===== config.mk =====
export PLATFORM = sky130hd
export DESIGN_NAME = stream_flush_sequencer
export DESIGN_NICKNAME = d
export VERILOG_FILES = /design/src/rtl/stream_flush_sequencer.sv
export SDC_FILE = /design/constraint.sdc
export NUM_CORES = 1
export LEC_CHECK = 0
export ABC_CLOCK_PERIOD_IN_PS = 3100
export BUFFER_PORTS_ARGS = -buffer_cell sky130_fd_sc_hd__buf_2
export CORE_ASPECT_RATIO = 0.8
export CORE_MARGIN = 2
export CORE_UTILIZATION = 43
export DETAILED_ROUTE_END_ITERATION = 8
export GPL_ROUTABILITY_DRIVEN = 0
export HOLD_SLACK_MARGIN = 0.02
export SLEW_MARGIN = 10
export SYNTH_ARGS = -nofsm -noshare
export SYNTH_HDL_FRONTEND = slang
export SYNTH_HIERARCHICAL = 1
export SYNTH_SLANG_ARGS = --single-unit

===== constraint.sdc =====
create_clock -name clk_i -period 3.1 [get_ports clk_i]
set_clock_uncertainty 0.15 [all_clocks]
set_input_delay 0.465 -clock clk_i [delete_from_list [all_inputs] [get_ports clk_i]]
set_output_delay 0.465 -clock clk_i [all_outputs]
set_load 0.02 [all_outputs]

===== src/rtl/stream_flush_sequencer.sv =====
// Flushable stream feeder: Depth-entry FIFO, flush sequencing with 4-phase req/ack, drop counter.
// One cycle from push to valid_o; ready_o drops when full, and outside IDLE both sides stall.

module stream_flush_fifo #(
  parameter type         T     = logic,
  parameter int unsigned Depth = 4,
  parameter int unsigned CntW  = $clog2(Depth + 1)
) (
  input  logic            clk_i,
  input  logic            rst_i,
  input  logic            push,
  input  T                push_dat,
  input  logic            pop,
  input  logic            clear,
  output logic            full,
  output logic            empty,
  output logic [CntW-1:0] count,
  output T                head_dat
);

  localparam int unsigned AW = (Depth > 1) ? $clog2(Depth) : 1;

  T                mem_q [Depth];
  logic [AW-1:0]   wr_ptr_q;
  logic [AW-1:0]   rd_ptr_q;
  logic [CntW-1:0] count_q;

  // Pointers wrap explicitly so Depth need not be a power of two.
  function automatic logic [AW-1:0] ptr_inc(input logic [AW-1:0] p);
    return (p == AW'(Depth - 1)) ? '0 : p + AW'(1);
  endfunction

  always_ff @(posedge clk_i or posedge rst_i) begin
    if (rst_i) begin
      wr_ptr_q <= '0;
      rd_ptr_q <= '0;
      count_q  <= '0;
    end else if (clear) begin
      wr_ptr_q <= '0;
      rd_ptr_q <= '0;
      count_q  <= '0;
    end else begin
      if (push) wr_ptr_q <= ptr_inc(wr_ptr_q);
      if (pop)  rd_ptr_q <= ptr_inc(rd_ptr_q);
      case ({push, pop})
        2'b10:   count_q <= count_q + CntW'(1);
        2'b01:   count_q <= count_q - CntW'(1);
        default: count_q <= count_q;
      endcase
    end
  end

  always_ff @(posedge clk_i) begin
    if (push && !clear) mem_q[wr_ptr_q] <= push_dat;
  end

  assign full     = (count_q == CntW'(Depth));
  assign empty    = (count_q == '0);
  assign count    = count_q;
  assign head_dat = empty ? T'('0) : mem_q[rd_ptr_q];

endmodule

module stream_flush_sequencer #(
  parameter type         T           = logic,
  parameter int unsigned Depth       = 4,
  parameter int unsigned FlushCycles = 2,
  parameter int unsigned CntWidth    = 16
) (
  input  logic                clk_i,
  input  logic                rst_i,
  input  logic                flush_req_i,
  output logic                flush_ack_o,
  output logic                busy_o,
  input  logic                valid_i,
  output logic                ready_o,
  input  T                    data_i,
  output logic                valid_o,
  output logic                flush_o,
  input  logic                ready_i,
  output T                    data_o,
  input  logic                clr_cnt_i,
  output logic [CntWidth-1:0] drop_cnt_o
);

  localparam int unsigned OW = $clog2(Depth + 1);
  localparam int unsigned FW = $clog2(FlushCycles + 1);
  localparam int unsigned SW = ((CntWidth > OW) ? CntWidth : OW) + 1;
  localparam logic [CntWidth-1:0] CNT_MAX = '1;

  typedef enum logic [1:0] {
    ST_IDLE,
    ST_FLUSH,
    ST_ACK
  } state_e;

  state_e              state_q, state_d;
  logic [FW-1:0]       fcnt_q;
  logic [CntWidth-1:0] drop_q, drop_d;
  logic [SW-1:0]       drop_sum;

  logic          fifo_push, fifo_pop, fifo_full, fifo_empty, first_flush;
  logic [OW-1:0] fifo_count;

  assign fifo_push   = valid_i && ready_o;
  assign fifo_pop    = valid_o && ready_i;
  assign first_flush = (state_q == ST_FLUSH) && (fcnt_q == '0);

  stream_flush_fifo #(
    .T     (T),
    .Depth (Depth),
    .CntW  (OW)
  ) u_fifo (
    .clk_i    (clk_i),
    .rst_i    (rst_i),
    .push     (fifo_push),
    .push_dat (data_i),
    .pop      (fifo_pop),
    .clear    (first_flush),
    .full     (fifo_full),
    .empty    (fifo_empty),
    .count    (fifo_count),
    .head_dat (data_o)
  );

  always_ff @(posedge clk_i or posedge rst_i) begin
    if (rst_i) state_q <= ST_IDLE;
    else       state_q <= state_d;
  end

  // Handshake outputs depend only on state and FIFO level, never on flush_req_i.
  always_comb begin
    state_d     = state_q;
    ready_o     = 1'b0;
    valid_o     = 1'b0;
    flush_o     = 1'b0;
    flush_ack_o = 1'b0;
    busy_o      = 1'b1;
    case (state_q)
      ST_IDLE: begin
        busy_o  = 1'b0;
        ready_o = !fifo_full;
        valid_o = !fifo_empty;
        if (flush_req_i) state_d = ST_FLUSH;
      end
      ST_FLUSH: begin
        flush_o = 1'b1;
        if (fcnt_q == FW'(FlushCycles - 1)) state_d = ST_ACK;
      end
      ST_ACK: begin
        flush_ack_o = 1'b1;
        if (!flush_req_i) state_d = ST_IDLE;
      end
      default: state_d = ST_IDLE;
    endcase
  end

  always_ff @(posedge clk_i or posedge rst_i) begin
    if (rst_i)                                               fcnt_q <= '0;
    else if ((state_q == ST_FLUSH) && (state_d == ST_FLUSH)) fcnt_q <= fcnt_q + FW'(1);
    else                                                     fcnt_q <= '0;
  end

  // Clear applies first, then the flushed occupancy is added with saturation.
  always_comb begin
    drop_sum = clr_cnt_i ? '0 : SW'(drop_q);
    if (first_flush) drop_sum = drop_sum + SW'(fifo_count);
    drop_d = (drop_sum > SW'(CNT_MAX)) ? CNT_MAX : drop_sum[CntWidth-1:0];
  end

  always_ff @(posedge clk_i or posedge rst_i) begin
    if (rst_i) drop_q <= '0;
    else       drop_q <= drop_d;
  end

  assign drop_cnt_o = drop_q;

endmodule


# After elaboration in Yosys (flattened, before gate mapping)

Memories as Yosys holds them, arrays and structs flattened.
Cells that the tools add are included.

Register bits after elaboration: 27
Bits in writable memories: 4
Bits of input ports: 7
Output and inout port bits: 22
Logic and storage cells: 61
Memories kept: 1

Add/sub/neg operators: 6
Order comparisons: 1
Equality and inequality tests: 9
Muxes and demuxes: 24
Reduce and logical (&&, ||, !) cells: 14

Memories:

| name         | depth | width | rd ports | clocked after Yosys merged registers in | write ports | RTL line | source |
|---|---|---|---|---|---|---|---|
| u_fifo.mem_q | 4     | 1     | 1        | 0                                       | 1           | 23       | `T mem_q [Depth];` |

Operators with widths:

| cell                 | number |
|---|---|
| $mux 16              | 2 |
| $mux 2               | 10 |
| $add 16x3->17        | 1 |
| $gt 17x16->1 const B | 1 |
| $mux 17              | 1 |
| $eq 2x1->1 const B   | 4 |
| $eq 2x2->1 const B   | 4 |
| $mux 1               | 8 |
| $add 2x1->2 const B  | 3 |
| $pmux 2 s3           | 1 |
| $pmux 3 s2           | 1 |
| $logic_and 1x1->1    | 5 |
| $logic_not 2->1      | 2 |
| $reduce_bool 2->1    | 2 |
| $add 3x1->3 const B  | 1 |
| $eq 3x3->1 const B   | 1 |
| $logic_not 1->1      | 3 |
| $logic_not 3->1      | 1 |
| $mux 3               | 1 |
| $reduce_bool 3->1    | 1 |
| $sub 3x1->3 const B  | 1 |

# Longest topological paths before layout

Gate-level depths: netlist of run 1.

Word-level depth: 7
Mapped depth: 9
Depth with buffers taken out: 8

# Cells and area by module

Netlist of run 1, hierarchy kept.

By module, submodules not included:

| module                 | instances | cells an instance | area an instance (µm²) | seq. area each (µm²) |
|---|---|---|---|---|
| stream_flush_sequencer | 1         | 138               | 1316.3                 | 500.5 |
| stream_flush_fifo      | 1         | 51                | 613.1                  | 295.3 |

# Least setup slack after synthesis of run 1

No wires, ideal clock.

Kind: input port to flip-flop
Start: input port clr_cnt_i
End: register drop_q[10] (netlist: drop_cnt_o[10])
Library setup time: 0.131 ns
Arrival: 2.444 ns
Required time: 2.819 ns
Setup slack: 0.374 ns
Stages: 8
Buffers on the path: 1
Cells stage by stage: clkbuf_1 -> nor2b_1 -> ha_1 -> fa_1 -> maj3_2 -> and3_1 -> and2_0 -> or3_1

Cells in the longest elaborated chain, start to end: 5

Ends and longest elaborated chain:

| item                   | RTL line | source |
|---|---|---|
| start: declaration     | 82       | `input logic clr_cnt_i,` |
| $mux 16 *              | 166      | `drop_sum = clr_cnt_i ? '0 : SW'(drop_q);` |
| $add 16x3->17          | 167      | `if (first_flush) drop_sum = drop_sum + SW'(fifo_count);` |
| $mux 17 *              | 167      |  |
| $gt 17x16->1           | 168      | `drop_d = (drop_sum > SW'(CNT_MAX)) ? CNT_MAX : drop_sum[CntWidth-1:0];` |
| $mux 16 *              | 168      |  |
| net drop_d[10]         | 99       | `logic [CntWidth-1:0] drop_q, drop_d;` |
| end signal: assignment | 173      | `else drop_q <= drop_d;` |
| end: declaration       | 99       |  |

The timed path passes the listed nets; every way through them passes the cells marked *.
A chain may end at the register's enable or synchronous reset.

# Worst setup path in the final report of run 1

Start: register drop_q[0] (netlist: drop_cnt_o[0])
End: register drop_q[10] (netlist: drop_cnt_o[10])

Cells in the longest elaborated chain, start to end: 5

Ends and longest elaborated chain:

| item           | RTL line |
|---|---|
| $mux 16 *      | 166 |
| $add 16x3->17  | 167 |
| $mux 17 *      | 167 |
| $gt 17x16->1   | 168 |
| $mux 16 *      | 168 |
| net drop_d[10] | 99 |

Marks and branches as above.

==> summary.txt, run 1 <==
Drt
  • DR pass1 iterations: 4
  • Iteration-0 DRC count of the detailed router: 75
  • Total Routed Length: between 4 and 5 mm
  • # DRC: 0
  • WL per Instance: 15.53 microns
  • Total number of vias: 1507
  • Number of vias per cell: 5.440
  • Post-route ant nets: 0

Floorplanning
  • Core region area: 0.004257 sq mm
  • Die height: 63.91 microns
  • Initial Utilization: 0.4533
  • Die ar.: just over 0.005 sq mm
  • Rows: 21
  • Num ports: 29
  • Die width: roughly 79 microns

Global routing
  • Global router's overall resource usage: 0.1927
  • Initial antenna violation count: 0
  • Total grt overflow: 0
  • Vias in the first global route: 1467
  • First-pass GRT wire length: 7.327 mm
  • Largest net degree at the start of global routing: 21

STA
  • Fmax: 373.7 MHz
  • Slew @ Worst Pin: 0.8631 ns
  • Fin Hold WS: about 0.26 ns
  • Max-slew headroom: 0.4239
  • Final period util: 0.8633
  • Setup TNS: 0 ns
  • Min Clock Period, post-route: around 2.7 ns
  • Pins Over Slew Limit: 0
  • RSZ-0062 raised after global routing: false
  • Final setup viols: 0
  • Final Hold Viols: 0

Logic synthesis
  • Share of Yosys cell area claimed by the top area cell type: 0.3502
  • Post-synth top area cell: dfrtp_1
  • Top_reg_cell synth: dfrtp_1
  • List of most frequent post-synthesis cells: dfrtp_1 (27), nor2_1 (18), inv_1 (12)
  • Sequential cell area fraction in the yosys report: 0.4125
  • Avg Inst Size Synth: 10.21 sq um
  • Cells after synthesis: 189
  • Dominant cells by area after synthesis: dfrtp_1 (35%), edfxtp_1 (6.2%), ha_1 (5.2%)
  • Most common cell in the synthesized netlist: dfrtp_1
  • Number of distinct library cells after synthesis: 57
  • Syn Nets: 206
  • Post-synth EDFFs: 4
  • FF+latch count, synth: 31
  • Mapped Area: 0.001929 sq mm
  • YS warnings: 6
  • Ys async rst share: 0.8710

Finish
  • Area delta synth->final: 13.94%
  • Layout cells sized above 1: 0.2364
  • Multi-input logic area: between 0.001 and 0.0015 sq mm
  • Register area: just under 800 sq um
  • Antenna Cells: 0
  • Final-layout fill cell count: 415
  • Total Nets Final: 237

Clock network
  • Register clock-pin slew on the reported worst setup and hold paths: 0.06 ns
  • Clk sinks: 31
  • H-tree Lvls: 2
  • CTS tree: done
  • CTS resizes: 0
  • CTS Buf Count: 5
  • Clk_lat worst skew: a little under 0.3 ns
  • Max Buffers Root-to-Sink: 2
  • Clock root buffer: clkbuf_8

Hold path
  • Type of the most critical hold path: in2reg
  • Min-delay src: data_i

Critical path
  • Crit path required time: 3.12 ns
  • Critical-path top delay cell: fa_1
  • Worst Setup SP: drop_cnt_o[0]
  • R2r startpoint: drop_cnt_o[0]
  • Worst-path cell chain: nor2b_1 -> ha_1 -> fa_1 -> maj3_2 -> and3_1 -> and2_0 -> or3_1
  • CP arrival: 2.69 ns
  • Max incr delay on CP: ~0.44 ns
  • Kind of end point of the critical path: flop
  • Worst Setup Path Type: reg2reg
  • CP Launch Type: flop
  • Worst-path fanout max: 13

Outcome
  • Status: completed

Power and ir drop
  • Static leakage: 0.001070 uW
  • Cell Pwr Density: 714.7 mW/mm^2
  • Worst vdd ir: 338.5 uV

Place
  • I/O Buffers: 28
  • Hpwl dp: 3.077 mm

Flow run
  • Maxcap violations: 0
-- stage by stage --
step | setup WS (ns) | instances | power [uW] | utilization | area [sq um]
after floorplan | 0.3745 | 189 | 1098 | - | 1929
after global placement | 0.3667 | 269 | 1251 | 0.4962 | 2112
after detailed placement | 0.3195 | 269 | 1283 | 0.4962 | 2112
after CTS | 0.4356 | 277 | 1584 | 0.5165 | 2198
after global routing | 0.2532 | 277 | 1699 | 0.5165 | 2198
final | 0.4238 | 277 | 1571 | 0.5165 | 2198
-- worst paths after layout --
check / slack [ns] / end / cells past startpoint
max in group asynchronous: 1.48 / drop_cnt_o[1] / 3
min in group asynchronous: 0.54 / u_fifo/count[0] / 3
max reg2reg: 0.42 / drop_cnt_o[10] / 7
min reg2reg: 0.32 / fcnt_q[0] / 1
min: 0.26 / u_fifo/mem_q[3] / 1
max: 0.42 / drop_cnt_o[10] / 7
-- sequential cells by signal, summed over array words and instances (netlist names) --
| name | flops |
|---|---|
| drop_cnt_o | 16 |
| u_fifo/mem_q | 4 |
| u_fifo/count | 3 |
| fcnt_q | 2 |
| state_q | 2 |
| u_fifo/rd_ptr_q | 2 |
| u_fifo/wr_ptr_q | 2 |
-- cell usage in the layout, fill, tap and decap left out, types with 6 or more instances in the layout --
cell / count
nor2b_1: 7
inv_1: 12
nor2_1: 18
nand2_1: 6
dfrtp_1: 27
a21oi_1: 7
buf_2: 28
ha_1: 8
and2_1: 7
-- area by class of cell --
class | count | share of cell area
clock buffer | 7 | 0.03472
inverter | 13 | 0.02334
multi-input combinational | 138 | 0.4724
sequential | 31 | 0.3620
tap | 57 | 0.03244
timing repair buffer | 31 | 0.07513
-- worst max-delay path, delay by kind of cell (launching register included) --
family	cells	cell delay [ns]
flip-flops	1	0.38
AND/OR/NAND/NOR	4	1.04
adder cells (fa/ha/maj)	3	0.99
-- routing by layer --
metal	share of wire	global-route usage	vias to the layer above
met5	0	0	-
met4	0.0074	0.07112	0
met3	0.049	0.06356	2
met2	0.45	0.2799	28
met1	0.49	0.2684	749
li1	-	-	728
-- cells by family after synthesis --
kind of cell               share of synthesized area
and+or+nand+nor                               0.2776
DFF                                           0.4125
AOI/OAI and AO/OA                            0.09209
buffers and inverters                        0.04929
adders and majority gates                    0.09533
xor gates and xnor gates                     0.03567
muxes                                        0.03761
-- power by group --
group          internal, uW  switching (uW)
Combinational           283             404
Sequential              496            90.2
Clock                   154             144
-- repair_timing --
action                    CTS  global route
hold endpoints to repair    7             0
hold buffers                1             0
setup buffers               0             0
Note: power is estimated with default switching activity, not from simulation.
==> inputs of run 2 (changes only) <==
Settings changed: ABC_AREA from default to 1, CORE_UTILIZATION 43 to 57, PLACE_DENSITY from default to 0.79, SLEW_MARGIN 10 to 25.
==> summary.txt, run 2 <==
Finish
  • Layout cells sized above 1: 0.1957
  • Area delta synth->final: 13.86%
  • Max FFs per register: 16
  • Antenna Cells: 0
  • Total Nets Final: 338
  • Commonest cells after routing, fill and taps aside: nand2_1 (85), inv_1 (50), nor2_1 (32)
  • Post-route cell area: 0.002415 sq mm
  • Commonest non-fill, non-tap cell in the layout: nand2_1
  • Final-layout fill cell count: between 200 and 300

Logic synthesis
  • Cells after synthesis: roughly 290
  • Ys async rst share: 0.8710
  • Mux contribution to synthesized area: 0
  • Share of Yosys cell area claimed by the top area cell type: 0.3186
  • YS warnings: 6
  • Most common cell in the synthesized netlist: nand2_1
  • Avg Inst Size Synth: 7.441 sq um
  • Mapped Area: approximately 0.0021 sq mm
  • Post-synth EDFFs: 4
  • Simple-gate area share of the yosys netlist: 0.4018
  • Sequential cell area fraction in the yosys report: 0.3752
  • Dominant cells by area after synthesis: dfrtp_1 (32%), nand2_1 (15%), inv_1 (8.8%)
  • Main combinational cell family by area after synthesis: simple AND/OR/NAND/NOR gates
  • Top_reg_cell synth: dfrtp_1
  • Number of distinct library cells after synthesis: 32
  • List of most frequent post-synthesis cells: nand2_1 (85), inv_1 (50), nor2_1 (32)
  • FF+latch count, synth: 31
  • Post-synth top area cell: dfrtp_1
  • XOR/XNOR Fraction of Synth Area: 0.01239
  • Syn Nets: between 300 and 400
  • Synth Area in Compound Gates: 0.04248
  • Post-synthesis adder-cell area fraction: 0.06608

Clock network
  • Clk sinks: 31
  • CTS tree: done
  • Clock root buffer: clkbuf_8
  • Clk_lat worst skew: 0.29 ns
  • CTS Buf Count: 5
  • Register clock-pin slew on the reported worst setup and hold paths: 0.06 ns
  • H-tree Lvls: 2
  • Max Buffers Root-to-Sink: 2
  • CTS resizes: 0

Drt
  • Post-route ant nets: 0
  • Total Routed Length: 4.457 mm
  • # DRC: 0
  • Top routing layer used: met4
  • Number of vias per cell: 5.063
  • Wl on met1: 2.185 mm
  • Met3 WL post-DR: 392 microns
  • DR pass1 iterations: 4
  • WL per Instance: 12.24 microns
  • Routed met2 length: about 1.8 mm
  • Total number of vias: 1843
  • Iteration-0 DRC count of the detailed router: 104

Flow run
  • Maxcap violations: 0

STA
  • Setup TNS: 0 ns
  • Pins Over Slew Limit: 0
  • Final setup viols: 0
  • Slew @ Worst Pin: approximately 0.83 ns
  • Fmax: 412.1 MHz
  • Final period util: 0.7827
  • RSZ-0062 raised after global routing: false
  • Setup ws final: 0.6737 ns
  • Max-slew headroom: 0.4481
  • Final Hold Viols: 0
  • Min Clock Period, post-route: 2.426 ns

Critical path
  • Reg-to-reg setup timing slack: 0.67 ns
  • Worst-path fanout max: 6
  • Cell depth of the worst flop-to-flop path: 12
  • Worst Setup Path Type: reg2reg
  • R2r startpoint: state_q[0]
  • Worst Setup SP: state_q[0]
  • R2R Path End: u_fifo/count[2]
  • CP arrival: 2.46 ns
  • Crit path required time: 3.13 ns
  • Kind of end point of the critical path: flop
  • CP Launch Type: flop

Place
  • Dpl cell area: 0.002313 sq mm
  • Dpl ws: 0.7002 ns
  • I/O Buffers: 28
  • Hpwl dp: 3.390 mm

Floorplanning
  • Die height: 58.56 microns
  • Initial Utilization: 0.6069
  • Die width: roughly 72 microns
  • Rows: 19
  • Num ports: 29
  • Core region area: 0.003495 sq mm
  • Die ar.: 0.004228 sq mm

Global routing
  • First-pass GRT wire length: 7.638 mm
  • Global router's overall resource usage: 0.2383
  • Largest net degree at the start of global routing: 21
  • Vias in the first global route: 1631
  • Total grt overflow: 0
  • Initial antenna violation count: 0

Hold path
  • Endpoint, Worst Hold: u_fifo/mem_q[1]
  • Worst hold stages: 1
  • Min-delay src: data_i
  • Type of the most critical hold path: in2reg

Power and ir drop
  • Cell Pwr Density: 688.8 mW/mm^2
  • Worst vdd ir: 651.6 uV
  • Static leakage: ~0.0013 uW

Outcome
  • Status: completed
## run 2: through the flow
| step | util | instances | power [uW] | hold WS [ns] |
|---|---|---|---|---|
| 6_report | 0.6910 | 364 | 1663 | 0.2441 |
| 3_3_place_gp | 0.6620 | 355 | 1318 | 0.2760 |
| 5_1_grt | 0.6910 | 364 | 1801 | 0.2555 |
| 4_1_cts | 0.6910 | 364 | 1676 | 0.2346 |
| 2_1_floorplan | - | 285 | 1126 | 0.1184 |
| 3_5_place_dp | 0.6620 | 355 | 1331 | 0.2778 |
## run 2: cell families (layout without fill, tap and decap cells)
| logic type | after synthesis | after routing |
|---|---|---|
| AO/OA/AOI/OAI | 14 | 14 |
| XOR/XNOR | 3 | 3 |
| adder cells (fa/ha/maj) | 10 | 10 |
| buffers and inverters | 55 | 92 |
| flip-flops | 31 | 31 |
| AND/OR/NAND/NOR | 172 | 172 |
## run 2: cell type report
cell class | instances | area (sq um) | area share
Multi-Input combinational cell | 199 | 1109 | 0.4591
Sequential cell | 31 | 795.8 | 0.3295
Inverter | 53 | 201.4 | 0.08342
Timing Repair Buffer | 31 | 165.2 | 0.06839
Clock buffer | 7 | 86.33 | 0.03575
Tap cell | 42 | 52.55 | 0.02176
Clock inverter | 1 | 5.005 | 0.002073
## run 2: worst max path at each step
stage	to	slack [ns]	cells past startpoint
3_3_place_gp	u_fifo/count[2]	0.78	12
3_5_place_dp	u_fifo/count[2]	0.70	12
6_report	u_fifo/count[2]	0.67	12
4_1_cts	u_fifo/count[2]	0.69	12
2_1_floorplan	u_fifo/count[2]	0.65	13
5_1_grt	u_fifo/count[2]	0.42	12
## run 2: per-layer routing
| layer | global-route usage | up-vias |
|---|---|---|
| li1 | - | 953 |
| met1 | 0.3693 | 822 |
| met2 | 0.3159 | 61 |
| met3 | 0.05822 | 7 |
| met4 | 0.09704 | 0 |
| met5 | 0 | - |
## run 2: power by group
part | switching (uW) | internal (uW) | leakage (uW)
logic | 516 | 247 | 0.000881
clock network | 154 | 179 | 0.0000482
registers | 74.9 | 493 | 0.000403
total | 745 | 919 | 0.00133
## run 2: critical path, cell delays in order (launching register included)
cell and delay, ns:
dfrtp_1 0.42, or2_2 0.34, nor3b_1 0.41, inv_1 0.13, nand2_2 0.10, inv_1 0.06, fa_1 0.37, nand2_1 0.10
nand2_1 0.06, nand2_1 0.05, nand2_1 0.04, nand2_1 0.05, nand2_1 0.04
## run 2: what timing repair did
item / in CTS / in global routing
hold buffers: 1 / 0
hold endpoints to repair: 7 / 0
setup buffers: 0 / 0
==> inputs of run 3 (changes only) <==
Settings changed: ABC_CLOCK_PERIOD_IN_PS 3100 to 2520.
Clock period 3.1 ns to 2.52 ns, I/O delays scaled along.
==> summary.txt, run 3 (synthesized netlist as in run 2, its figures left out) <==
Floorplanning
  • Die height: between 50 and 60 microns
  • Core region area: 0.003495 sq mm
  • Die ar.: between 0.004 and 0.005 sq mm
  • Num ports: 29
  • Initial Utilization: 0.6069
  • Rows: 19
  • Die width: 72.20 microns

Place
  • Dpl ws: 0.2405 ns
  • Hpwl dp: approximately 3.5 mm
  • Placed Cells: 356
  • I/O Buffers: 28

STA
  • Max-slew headroom: 0.4685
  • Slew @ Worst Pin: 0.7963 ns
  • Min Clock Period, post-route: between 2 and 2.5 ns
  • Final period util: 0.9285
  • Final setup viols: 0
  • Pins Over Slew Limit: 0
  • Setup TNS: 0 ns
  • Fin Hold WS: roughly 0.17 ns
  • Final Hold Viols: 0
  • Setup ws final: 0.1802 ns
  • RSZ-0062 raised after global routing: false
  • Fmax: 427.4 MHz

Global routing
  • Total grt overflow: 0
  • Initial antenna violation count: 0
  • First-pass GRT wire length: 8.031 mm
  • Vias in the first global route: approximately 1800
  • Global router's overall resource usage: 0.2531
  • Largest net degree at the start of global routing: 21

Critical path
  • CP arrival: 2.37 ns
  • CP Launch Type: flop
  • R2R Path End: u_fifo/count[2]
  • Kind of end point of the critical path: flop
  • R2r startpoint: state_q[0]
  • Reg-to-reg setup timing slack: roughly 0.18 ns
  • Worst-path fanout max: 6
  • Worst Setup Path Type: reg2reg
  • Cell depth of the worst flop-to-flop path: 12
  • Crit path required time: 2.55 ns

Finish
  • Area delta synth->final: 14.63%
  • Register area: 795.8 sq um
  • Multi-input logic area: 0.001109 sq mm
  • Commonest non-fill, non-tap cell in the layout: nand2_1
  • Finished Core Util: 0.6957
  • Layout cells sized above 1: 0.1981
  • Antenna Cells: 0
  • Commonest cells after routing, fill and taps aside: nand2_1 (85), inv_1 (50), nor2_1 (32)
  • Layout Cells excl Fill: around 370
  • Total Nets Final: 339
  • Max FFs per register: 16
  • Final-layout fill cell count: 292

Flow run
  • Maxcap violations: 0

Clock network
  • H-tree Lvls: 2
  • Clk_lat worst skew: 0.29 ns
  • Clk sinks: 31
  • CTS tree: done
  • Clock root buffer: clkbuf_8
  • Max Buffers Root-to-Sink: 2
  • CTS resizes: 0
  • Register clock-pin slew on the reported worst setup and hold paths: roughly 0.060 ns
  • CTS Buf Count: 5

Drt
  • Number of vias per cell: between 5 and 6
  • Total Routed Length: 4.664 mm
  • DR pass1 iterations: 4
  • # DRC: 0
  • WL per Instance: 12.78 microns
  • Total number of vias: 1886
  • Post-route ant nets: 0
  • Iteration-0 DRC count of the detailed router: 135

Hold path
  • Worst hold stages: 1
  • Type of the most critical hold path: in2reg
  • Min-delay src: data_i
  • Endpoint, Worst Hold: u_fifo/mem_q[3]

Power and ir drop
  • Cell Pwr Density: 854.6 mW/mm^2
  • Sw Pwr: 919.0 uW
  • Clock power frac: 0.213
  • Net Sw Frac: 0.4423
  • Sequential share of power: 0.334
  • Pint: between 1000 and 1500 uW
  • Static leakage: 0.001341 uW
  • Combinational power share: 0.453
  • Worst vdd ir: 876.0 uV

Outcome
  • Status: completed
[run 3: through the flow]
| step | cell area [sq um] | power (uW) |
|---|---|---|
| after floorplan | 2121 | 1385 |
| after CTS | 2431 | 2082 |
| after detailed placement | 2321 | 1632 |
| after global placement | 2321 | 1619 |
| after global routing | 2431 | 2233 |
| final | 2431 | 2078 |
[run 3: per-layer routing]
layer / vias to the layer above / global-route usage / wire [microns]
met5: - / 0 / 0
met4: 0 / 0.1078 / 126
met3: 15 / 0.05651 / 256
met2: 59 / 0.3761 / 1975
met1: 861 / 0.3589 / 2305
li1: 951 / - / -
[run 3: power groups by stage]
stage                     sequential, uW  combinational [uW]  clock (uW)
after floorplan                      715                 670           0
after global placement               700                 919           0
final                                694                 940         443
after detailed placement             703                 929           0
after CTS                            694                 937         451
after global routing                 712                1040         477
[run 3: area by class of cell]
type                            instances  share of cell area
Inverter                               53             0.08286
Sequential cell                        31              0.3273
Timing Repair Buffer                   32             0.07102
Tap cell                               42             0.02162
Multi-Input combinational cell        199              0.4560
Clock buffer                            8             0.04117
[run 3: what timing repair did]
action | CTS | global route
hold buffers | 1 | 0
endpoints found under the hold margin | 7 | 0
setup buffers | 0 | 0
setup endpoints to repair | 0 | 0
[run 3: worst max path at each step]
| stage | start | end | slack, ns | depth (start not counted) |
|---|---|---|---|---|
| floorplan | state_q[0] | u_fifo/count[2] | 0.07 | 13 |
| global placement | state_q[0] | u_fifo/count[2] | 0.34 | 12 |
| detailed placement | state_q[0] | u_fifo/count[2] | 0.24 | 12 |
| CTS | state_q[0] | u_fifo/count[2] | 0.19 | 12 |
| global route | state_q[0] | u_fifo/count[2] | 0.04 | 12 |
| finish | state_q[0] | u_fifo/count[2] | 0.18 | 12 |
[run 3: critical path, stage by stage (launching register included)]
cell and delay [ns]:
dfrtp_1 0.42, or2_2 0.35, nor3b_1 0.28, inv_1 0.11, nand2_2 0.10, inv_1 0.07, fa_1 0.38, inv_1 0.07
nand2_1 0.08, nand3_1 0.08, nand2_1 0.05, nand2_1 0.05, nand2_1 0.04
